===== src/rtl/adder_mon_pkg.sv =====
// Shared types and default widths for the adder error monitor.
package adder_mon_pkg;

    localparam int unsigned WIDTH_DEF = 16;
    localparam int unsigned CNT_W_DEF = 32;
    localparam int unsigned ACC_W_DEF = 48;

    typedef enum logic [1:0] {
        IDLE  = 2'd0,
        RUN   = 2'd1,
        DRAIN = 2'd2,
        DONE  = 2'd3
    } state_t;

endpackage


===== src/rtl/abs_err_stage.sv =====
// S1/S2 of the monitor pipeline: exact sum and captured result, then
// absolute difference and mismatch flag, each with its own valid bit.
module abs_err_stage #(
    parameter int unsigned WIDTH = 16
) (
    input  logic             clk,
    input  logic             rst,
    input  logic             valid,
    input  logic [WIDTH-1:0] a,
    input  logic [WIDTH-1:0] b,
    input  logic             cin,
    input  logic [WIDTH:0]   res,
    output logic             s1_valid,
    output logic             s2_valid,
    output logic [WIDTH:0]   abs_err,
    output logic             mismatch
);

    logic [WIDTH:0] s1_exact;
    logic [WIDTH:0] s1_res;

    // S1: full-carry reference sum alongside the adder's reported result
    always_ff @(posedge clk or posedge rst) begin
        if (rst) begin
            s1_valid <= 1'b0;
            s1_exact <= '0;
            s1_res   <= '0;
        end else begin
            s1_valid <= valid;
            s1_exact <= {1'b0, a} + {1'b0, b} + (WIDTH + 1)'(cin);
            s1_res   <= res;
        end
    end

    // S2: unsigned distance between reported and exact results
    always_ff @(posedge clk or posedge rst) begin
        if (rst) begin
            s2_valid <= 1'b0;
            abs_err  <= '0;
            mismatch <= 1'b0;
        end else begin
            s2_valid <= s1_valid;
            abs_err  <= (s1_res >= s1_exact) ? (s1_res - s1_exact) : (s1_exact - s1_res);
            mismatch <= (s1_res != s1_exact);
        end
    end

endmodule


===== src/rtl/adder_error_monitor.sv =====
// Accumulates error statistics of an approximate adder over a programmed
// run of N samples received over a valid/ready handshake.
module adder_error_monitor
    import adder_mon_pkg::*;
#(
    parameter int unsigned WIDTH = WIDTH_DEF,
    parameter int unsigned CNT_W = CNT_W_DEF,
    parameter int unsigned ACC_W = ACC_W_DEF
) (
    input  logic             clk,
    input  logic             rst,
    input  logic             start,
    input  logic [CNT_W-1:0] num_samples,
    input  logic             in_valid,
    output logic             in_ready,
    input  logic [WIDTH-1:0] in_a,
    input  logic [WIDTH-1:0] in_b,
    input  logic             in_cin,
    input  logic [WIDTH:0]   in_res,
    output logic             busy,
    output logic             done,
    output logic [CNT_W-1:0] sample_count,
    output logic [CNT_W-1:0] err_count,
    output logic [ACC_W-1:0] sum_abs_err,
    output logic [WIDTH:0]   max_abs_err
);

    state_t           state;
    logic [CNT_W-1:0] n_q;
    logic             xfer;
    logic             start_acc;
    logic             last_xfer;
    logic [CNT_W:0]   cnt_inc;
    logic [ACC_W:0]   sum_ext;
    logic             s1_valid;
    logic             s2_valid;
    logic [WIDTH:0]   s2_abs;
    logic             s2_mismatch;

    assign xfer      = in_valid & in_ready;
    assign start_acc = start & ((state == IDLE) | (state == DONE));
    assign cnt_inc   = {1'b0, sample_count} + (CNT_W + 1)'(1);
    assign last_xfer = xfer & (cnt_inc >= {1'b0, n_q});
    assign sum_ext   = {1'b0, sum_abs_err} + (ACC_W + 1)'(s2_abs);

    abs_err_stage #(
        .WIDTH (WIDTH)
    ) u_abs_err_stage (
        .clk      (clk),
        .rst      (rst),
        .valid    (xfer),
        .a        (in_a),
        .b        (in_b),
        .cin      (in_cin),
        .res      (in_res),
        .s1_valid (s1_valid),
        .s2_valid (s2_valid),
        .abs_err  (s2_abs),
        .mismatch (s2_mismatch)
    );

    // Run control; DRAIN waits only on S1 since S2 retires on the same edge as the exit
    always_ff @(posedge clk or posedge rst) begin
        if (rst) begin
            state    <= IDLE;
            n_q      <= '0;
            in_ready <= 1'b0;
            busy     <= 1'b0;
            done     <= 1'b0;
        end else begin
            case (state)
                IDLE, DONE: begin
                    if (start) begin
                        state    <= RUN;
                        n_q      <= num_samples;
                        in_ready <= (num_samples != '0);
                        busy     <= 1'b1;
                        done     <= 1'b0;
                    end
                end
                RUN: begin
                    if (last_xfer || (n_q == '0)) begin
                        state    <= DRAIN;
                        in_ready <= 1'b0;
                    end
                end
                DRAIN: begin
                    if (!s1_valid) begin
                        state <= DONE;
                        busy  <= 1'b0;
                        done  <= 1'b1;
                    end
                end
                default: state <= IDLE;
            endcase
        end
    end

    // S3: saturating statistics; sample_count tracks the accept edge directly
    always_ff @(posedge clk or posedge rst) begin
        if (rst) begin
            sample_count <= '0;
            err_count    <= '0;
            sum_abs_err  <= '0;
            max_abs_err  <= '0;
        end else if (start_acc) begin
            sample_count <= '0;
            err_count    <= '0;
            sum_abs_err  <= '0;
            max_abs_err  <= '0;
        end else begin
            if (xfer && !(&sample_count)) begin
                sample_count <= cnt_inc[CNT_W-1:0];
            end
            if (s2_valid) begin
                if (s2_mismatch && !(&err_count)) begin
                    err_count <= err_count + CNT_W'(1);
                end
                sum_abs_err <= sum_ext[ACC_W] ? '1 : sum_ext[ACC_W-1:0];
                if (s2_abs >= max_abs_err) begin
                    max_abs_err <= s2_abs;
                end
            end
        end
    end

endmodule


===== config.mk =====
export PLATFORM = sky130hd
export DESIGN_NAME = adder_error_monitor
export DESIGN_NICKNAME = d
export VERILOG_FILES = /design/src/rtl/adder_mon_pkg.sv /design/src/rtl/abs_err_stage.sv /design/src/rtl/adder_error_monitor.sv
export SDC_FILE = /design/constraint.sdc
export NUM_CORES = 1
export LEC_CHECK = 0
export BUFFER_PORTS_ARGS = -buffer_cell sky130_fd_sc_hd__clkbuf_2
export CAP_MARGIN = 15
export CORE_MARGIN = 2
export CORE_UTILIZATION = 55
export DETAILED_ROUTE_END_ITERATION = 10
export GPL_ROUTABILITY_DRIVEN = 0
export PLACE_DENSITY = 0.83
export REMOVE_ABC_BUFFERS = 1
export SYNTH_ARGS = -nofsm -noshare
export SYNTH_HDL_FRONTEND = slang
export SYNTH_HIERARCHICAL = 1
export SYNTH_SLANG_ARGS = --single-unit
export TNS_END_PERCENT = 100

===== constraint.sdc =====
create_clock -name clk -period 6.5 [get_ports clk]
set_input_delay 0.325 -clock clk [delete_from_list [all_inputs] [get_ports clk]]
set_output_delay 0.325 -clock clk [all_outputs]
set_load 0.03 [all_outputs]

# --- Word-level counts from Yosys, hierarchy flattened ---
# Cells that the tools add are included.
classes:
  addsub: 7
  magnitude_cmp: 3
  eq_ne: 7
  mux: 25
  n_bitwise: 4
  reduce_logical: 23
op_table:
  columns: ["op", "n"]
  rows:
  - ["32-bit 2-to-1 mux", 5]
  - ["48-bit 2-to-1 mux", 3]
  - ["17-bit 2-to-1 mux", 4]
  - ["32-bit AND reduction", 2]
  - ["48-bit by 17-bit adder with 49-bit output", 1]
  - ["17-bit >= comparator", 2]
  - ["17-bit subtractor", 2]
  - ["32-bit by 1-bit adder with 33-bit output (second input constant)", 1]
  - ["33-bit by 32-bit >= comparator with 1-bit output", 1]
  - ["32-bit by 1-bit adder with 32-bit output (second input constant)", 1]
  - ["32-bit logical NOT", 1]
  - ["32-bit nonzero test", 1]
  - ["16-bit by 16-bit adder with 17-bit output", 1]
  - ["17-bit by 1-bit adder with 17-bit output", 1]
  - ["17-bit inequality test", 1]
  - ["2-bit nonzero test", 6]
  - ["3-bit AND reduction", 3]
  - ["1-bit 2-to-1 mux", 6]
  - ["2-bit 2-to-1 mux", 3]
  - ["2-bit inequality test (second input constant)", 3]
  - ["1-bit case mux with 2 select lines", 3]
  - ["2-bit case mux with 3 select lines", 1]
  - ["2-bit AND reduction", 3]
  - ["2-bit equality test (second input constant)", 2]
  - ["other kinds (8)", 12]
word_totals:
  regBits: 220
  inputBits: 86
  out_inout_bits: 132
  word_cells: 84

# --- Longest topological paths before layout ---
logic_depth:
  depth_word: 6
  ltp_mapped: 16
  ltp_nobuf: 16

# --- By module ---
# The synthesis kept the hierarchy.
by_module_without_submodules:
  columns: ["mod", "instances", "cells_per_inst", "area_per_inst_um2", "seq_area_each_um2"]
  rows:
  - ["adder_error_monitor", 1, 1149, 10137.2, 4154.0]
  - ["abs_err_stage", 1, 390, 3827.4, 1351.3]

# --- Least setup slack after synthesis ---
# OpenSTA, ideal clock, no wires.
synth_timing:
  kind: "register -> register"
  startpoint: "reg sample_count[0]"
  endpoint: "reg state[0]"
  setup_ns: 0.095
  t_arrival_ns: 3.550
  t_required_ns: 6.405
  path_slack_ns: 2.855
  path_stages_with_launch: 16
  n_path_buf: 0
  cell_sequence: "dfrtp_1 -> ha_1 -> nand3_1 -> nor3_1 -> nand2_1 -> nor2_1 -> nand3_1 -> xnor2_1 -> ha_1 -> and4_1 -> a221oi_1 -> a211oi_1 -> a311o_1 -> o21ai_0 -> o21ai_0 -> o31ai_1"
synth_between:
  elab_chain_cells: 6
synth_lines:
  columns: ["item", "line_no", "source"]
  rows:
  - ["start: declaration", "adder_error_monitor.sv:22", "output logic [CNT_W-1:0] sample_count,"]
  - ["start signal: assignment", "adder_error_monitor.sv:113", "sample_count <= cnt_inc[CNT_W-1:0];"]
  - ["32-bit by 1-bit adder with 33-bit output", "adder_error_monitor.sv:42", "assign cnt_inc = {1'b0, sample_count} + (CNT_W + 1)'(1);"]
  - ["33-bit by 32-bit >= comparator with 1-bit output", "adder_error_monitor.sv:43", "assign last_xfer = xfer & (cnt_inc >= {1'b0, n_q});"]
  - ["1-bit AND", "adder_error_monitor.sv:43", null]
  - ["1-bit logical OR", "adder_error_monitor.sv:82", "if (last_xfer || (n_q == '0)) begin"]
  - ["2-bit inequality test (no source line)", null, null]
  - ["3-bit AND reduction (no source line)", null, null]
  - ["end signal: assignment", "adder_error_monitor.sv:83", "state <= DRAIN;"]
  - ["end signal: assignment", "adder_error_monitor.sv:89", "state <= DONE;"]
  - ["end signal: assignment", "adder_error_monitor.sv:94", "default: state <= IDLE;"]
  - ["end: declaration", "adder_error_monitor.sv:28", "state_t state;"]
# Every way passes these cells.
# A chain may end at the register's enable or synchronous reset.

# --- Worst setup path in the final report ---
# Ends and elaborated chain as after synthesis.

==> flow_summary.rst <==
.. list-table::
   :header-rows: 1

   * - Metric
     - Value
   * - Status
     - completed
   * - Clock network fraction of design power
     - 0.219
   * - Number of global-route vias before repair
     - ~12000
   * - Slew Limit Fails
     - 0
   * - Setup repair after global routing missed its margin
     - false
   * - Number of endpoints with negative hold slack in the final report
     - 0
   * - Average wire per standard cell
     - between 15 and 20 um
   * - Total gr overflow
     - 0
   * - Global-route wire length before repair
     - roughly 56 mm
   * - Share of async-settable or async-resettable flops after synthesis
     - 1.000
   * - IR drop worst, VDD
     - ~250 uV
   * - Gate power share
     - 0.462
   * - Final total negative setup slack
     - 0 ns
   * - Floorplan core area
     - between 20000 and 30000 um2
   * - CTS tree
     - done
   * - Start point of the worst min-delay path
     - num_samples[19]
   * - Worst-path maximum fanout
     - 7
   * - Input/output buffers
     - 217
   * - Endpoint with the worst hold slack
     - n_q[19]$_DFFE_PP0P_
   * - Distinct cells, synth
     - 82
   * - Arrival time of the worst setup path
     - between 4 and 5 ns
   * - Sequential-to-total area share from yosys stat
     - 0.3942
   * - Total vias in the final route
     - around 12000
   * - Starting DRC count in detailed routing
     - 1188
   * - Beginning of the worst register-to-register path
     - sample_count[0]$_DFFE_PP0P_
   * - Pin count of the biggest net entering global routing
     - approximately 110
   * - End of the worst register-to-register path
     - state[0]$_DFFE_PP0P_
   * - First-pass detailed-route iteration total
     - 5
   * - Kind of capture point of the worst setup path
     - register
   * - Leakage Power
     - a little under 0.008 uW
   * - Cell at the root of the clock tree
     - sky130_fd_sc_hd__clkbuf_16
   * - Final hold slack
     - just under 0.05 ns
   * - Multiplexer share of the synthesized area
     - 0.009408
   * - Layout overhead on the synthesized area
     - 15.96%
   * - Setup clock skew after layout
     - around 0.014 ns
   * - Fmax
     - approximately 0.24 GHz
   * - Global routing usage summed across all routing layers
     - 0.2535
   * - Critical path type
     - reg2reg
   * - Area of the mapped netlist
     - between 10000 and 15000 um2
   * - Xor/xnor cell area share of the yosys netlist
     - 0.07840
   * - Post-route ant nets
     - 0
   * - Layout cells sized above 1
     - 0.1671
   * - Area of all placed cells without fillers
     - between 15000 and 20000 um2
   * - Number of max-cap violations
     - 0
   * - Leading area contributor after synthesis
     - sky130_fd_sc_hd__dfrtp_1
   * - Final setup viols
     - 0
   * - Sw Ratio
     - 0.4253
   * - Net switching power of the design
     - about 2600 uW
   * - Initial antenna violation count
     - 0
   * - Sink Count
     - between 200 and 250
   * - Depth of the CTS H-tree
     - 1
   * - Primary flip-flop cell chosen by synthesis mapping
     - sky130_fd_sc_hd__dfrtp_1
   * - Rel. slew slack
     - 0.2469
   * - Actual transition at the worst max-transition pin
     - ~1.1 ns
   * - Cts repair resizes
     - 0
   * - Placed inst area
     - around 15000 um2
   * - Fraction of the mapped netlist area in compound gates
     - 0.1722
   * - Data required time at the worst endpoint
     - between 6 and 7 ns
   * - Total half-perimeter wirelength after legalization and detailed placement
     - roughly 25 mm
   * - Top cells by area, synth
     - sky130_fd_sc_hd__dfrtp_1 (39%), sky130_fd_sc_hd__ha_1 (11%), sky130_fd_sc_hd__o21ai_0 (4.7%)
   * - Fraction of the cycle the final worst path needs
     - 0.6425
   * - Sequential Power Share
     - 0.318
   * - Combinational family with the most area after synthesis
     - simple AND/OR/NAND/NOR gates
   * - Ports placed on the boundary
     - around 220
   * - Post-route DRC
     - 0
   * - Simple logic cell fraction of the synthesized area
     - 0.1802
   * - Number of instances in the synthesized netlist
     - around 1500
   * - Flop2flop setup slack
     - roughly 2.3 ns
   * - Die Ht
     - ~160 um
   * - Routed vias/inst
     - slightly below 6
   * - Routed Wire Length
     - about 34 mm
   * - Post-synthesis sequential element count
     - 220
   * - Pwr/cell area
     - ~380 nW/um2
   * - Number of warning messages in the yosys log
     - 6
   * - Share of synthesized cell area in full adder, half adder and majority cells
     - 0.1138
   * - Startpoint type of the worst setup path
     - register
   * - Post-synth EDFFs
     - 0
   * - Number of buffers on the longest clock path
     - 3
   * - Number of nets at the end of the flow
     - just under 2000
   * - Per-instance average area after synthesis
     - ~9 um2
   * - Die width
     - ~160 um
   * - Share of the synthesized area in the top cell type
     - 0.3942
   * - Total die area
     - between 20000 and 30000 um2
   * - Clock period minus worst slack
     - roughly 4.2 ns
   * - Reg2reg path depth
     - 15
   * - Cell internal power dissipation
     - around 3500 uW
   * - Clock Latency Late Sink
     - approximately 0.52 ns
   * - Std-Cell Rows
     - slightly below 60
   * - Clock transition at the registers of the reported paths
     - 0.06 ns
   * - Number of filler cells placed in the layout
     - ~2000
   * - Depth of the worst hold-timing path
     - 3
   * - Effective utilization at floorplan
     - 0.5578
   * - Number of antenna diodes
     - 0
   * - Number of buffers created by CTS
     - 24
   * - Worst min-delay path category
     - in2reg
==> how the worst max path moves through the flow <==
stage / startpoint / to / slack (ns) / cells past startpoint
after floorplan: rst / busy$_DFFE_PP0P_ / 1.68 / 1
after global placement: sample_count[0]$_DFFE_PP0P_ / state[0]$_DFFE_PP0P_ / 2.70 / 15
after detailed placement: sample_count[0]$_DFFE_PP0P_ / state[0]$_DFFE_PP0P_ / 2.47 / 15
after CTS: sample_count[0]$_DFFE_PP0P_ / state[0]$_DFFE_PP0P_ / 2.44 / 15
after global routing: sample_count[0]$_DFFE_PP0P_ / state[1]$_DFFE_PP0P_ / 1.99 / 15
final: sample_count[0]$_DFFE_PP0P_ / state[0]$_DFFE_PP0P_ / 2.32 / 15
==> registers in the layout, summed over array words and instances (netlist names) <==
name	count
u_abs_err_stage/s1_exact	17
done	1
u_abs_err_stage/s1_res	17
max_abs_err	17
u_abs_err_stage/mismatch	1
u_abs_err_stage/s2_valid	1
sample_count	32
sum_abs_err	48
state	2
n_q	32
in_ready	1
u_abs_err_stage/abs_err	17
u_abs_err_stage/s1_valid	1
busy	1
err_count	32
==> per-layer routing <==
metal / share of wire / track usage / up-vias
met3: 0.067 / 0.04418 / 92
met1: 0.43 / 0.3373 / 5812
li1: - / - / 5859
met5: 0 / 0 / -
met2: 0.47 / 0.4135 / 454
met4: 0.037 / 0.09895 / 0
==> power groups by stage <==
| stage | Sequential [uW] | Clock [uW] | Combinational, uW |
|---|---|---|---|
| floorplan | 2110 | 0 | 1850 |
| global placement | 1940 | 0 | 2670 |
| detailed placement | 1960 | 0 | 2760 |
| CTS | 1940 | 1370 | 2800 |
| global route | 1980 | 1420 | 3150 |
| finish | 1940 | 1340 | 2820 |
==> cell usage in the layout (no fill, tap or decap), types with 20 or more instances in the layout <==
master	n
sky130_fd_sc_hd__dfrtp_1	220
sky130_fd_sc_hd__clkbuf_2	217
sky130_fd_sc_hd__nand2_1	136
sky130_fd_sc_hd__o21ai_0	132
sky130_fd_sc_hd__ha_1	119
sky130_fd_sc_hd__inv_1	113
sky130_fd_sc_hd__nor2_1	105
sky130_fd_sc_hd__a21oi_1	86
sky130_fd_sc_hd__xor2_1	67
sky130_fd_sc_hd__nand3_1	59
sky130_fd_sc_hd__xnor2_1	58
sky130_fd_sc_hd__a31oi_1	38
sky130_fd_sc_hd__a21o_1	34
sky130_fd_sc_hd__nor3_1	32
sky130_fd_sc_hd__nand4_1	31
sky130_fd_sc_hd__clkbuf_16	25
sky130_fd_sc_hd__nor4_1	22
sky130_fd_sc_hd__and3_1	20
==> synthesized netlist by cell type, types with 6 or more instances <==
| library cell | number |
|---|---|
| sky130_fd_sc_hd__a211oi_1 | 14 |
| sky130_fd_sc_hd__a21o_1 | 34 |
| sky130_fd_sc_hd__a21oi_1 | 86 |
| sky130_fd_sc_hd__a221oi_1 | 8 |
| sky130_fd_sc_hd__a31oi_1 | 38 |
| sky130_fd_sc_hd__and2_1 | 14 |
| sky130_fd_sc_hd__and3_1 | 20 |
| sky130_fd_sc_hd__and4_1 | 13 |
| sky130_fd_sc_hd__buf_2 | 7 |
| sky130_fd_sc_hd__clkbuf_1 | 41 |
| sky130_fd_sc_hd__dfrtp_1 | 220 |
| sky130_fd_sc_hd__ha_1 | 119 |
| sky130_fd_sc_hd__inv_1 | 115 |
| sky130_fd_sc_hd__mux2i_1 | 12 |
| sky130_fd_sc_hd__nand2_1 | 137 |
| sky130_fd_sc_hd__nand2b_1 | 13 |
| sky130_fd_sc_hd__nand3_1 | 59 |
| sky130_fd_sc_hd__nand4_1 | 31 |
| sky130_fd_sc_hd__nor2_1 | 105 |
| sky130_fd_sc_hd__nor2b_1 | 12 |
| sky130_fd_sc_hd__nor3_1 | 32 |
| sky130_fd_sc_hd__nor4_1 | 22 |
| sky130_fd_sc_hd__o211ai_1 | 6 |
| sky130_fd_sc_hd__o21a_1 | 11 |
| sky130_fd_sc_hd__o21ai_0 | 132 |
| sky130_fd_sc_hd__o21bai_1 | 6 |
| sky130_fd_sc_hd__or3_1 | 14 |
| sky130_fd_sc_hd__xnor2_1 | 58 |
| sky130_fd_sc_hd__xor2_1 | 67 |
==> cell families (layout without fill, tap and decap cells) <==
| group | Yosys count | in the layout |
|---|---|---|
| AND/OR/NAND/NOR | 498 | 498 |
| AO/OA/AOI/OAI | 386 | 386 |
| flip-flops | 220 | 220 |
| buffers and inverters | 173 | 393 |
| XOR/XNOR | 125 | 125 |
| adder cells (fa/ha/maj) | 124 | 124 |
| multiplexers | 13 | 13 |
==> through the flow <==
stage          instances    util  worst slack, ns  total power (uW)
2_1_floorplan       1481       -            1.685              3958
3_3_place_gp        2032  0.6077            2.704              4605
3_5_place_dp        2032  0.6077            2.473              4716
4_1_cts             2087  0.6456            2.443              6101
5_1_grt             2089  0.6468            1.990              6547
6_report            2089  0.6468            2.323              6098
==> worst max-delay path, cell delays in order, from the launching register on <==
cell,delay [ns]
sky130_fd_sc_hd__dfrtp_1,0.45
sky130_fd_sc_hd__ha_1,0.25
sky130_fd_sc_hd__nand3_1,0.23
sky130_fd_sc_hd__nor3_1,0.49
sky130_fd_sc_hd__nand2_1,0.27
sky130_fd_sc_hd__nor2_1,0.30
sky130_fd_sc_hd__nand3_1,0.16
sky130_fd_sc_hd__xnor2_1,0.16
sky130_fd_sc_hd__ha_1,0.30
sky130_fd_sc_hd__and4_1,0.23
sky130_fd_sc_hd__a221oi_1,0.27
sky130_fd_sc_hd__a211oi_1,0.11
sky130_fd_sc_hd__a311o_1,0.31
sky130_fd_sc_hd__o21ai_0,0.32
sky130_fd_sc_hd__o21ai_0,0.16
sky130_fd_sc_hd__o31ai_1,0.08
==> area by class of cell <==
type	count	area [um2]	share of cell area
Inverter	115	436.7	0.02697
Multi-Input combinational cell	1146	7745	0.4783
Clock inverter	4	47.55	0.002936
Sequential cell	220	5505	0.3400
Tap cell	330	412.9	0.02550
Clock buffer	34	729.5	0.04505
Timing Repair Buffer	240	1316	0.08129
==> timing repair <==
action	in CTS	in global routing
buffers inserted	0	0
endpoints found under the hold margin	17	20
hold buffers	17	1
(Power assumes the default switching activity.)
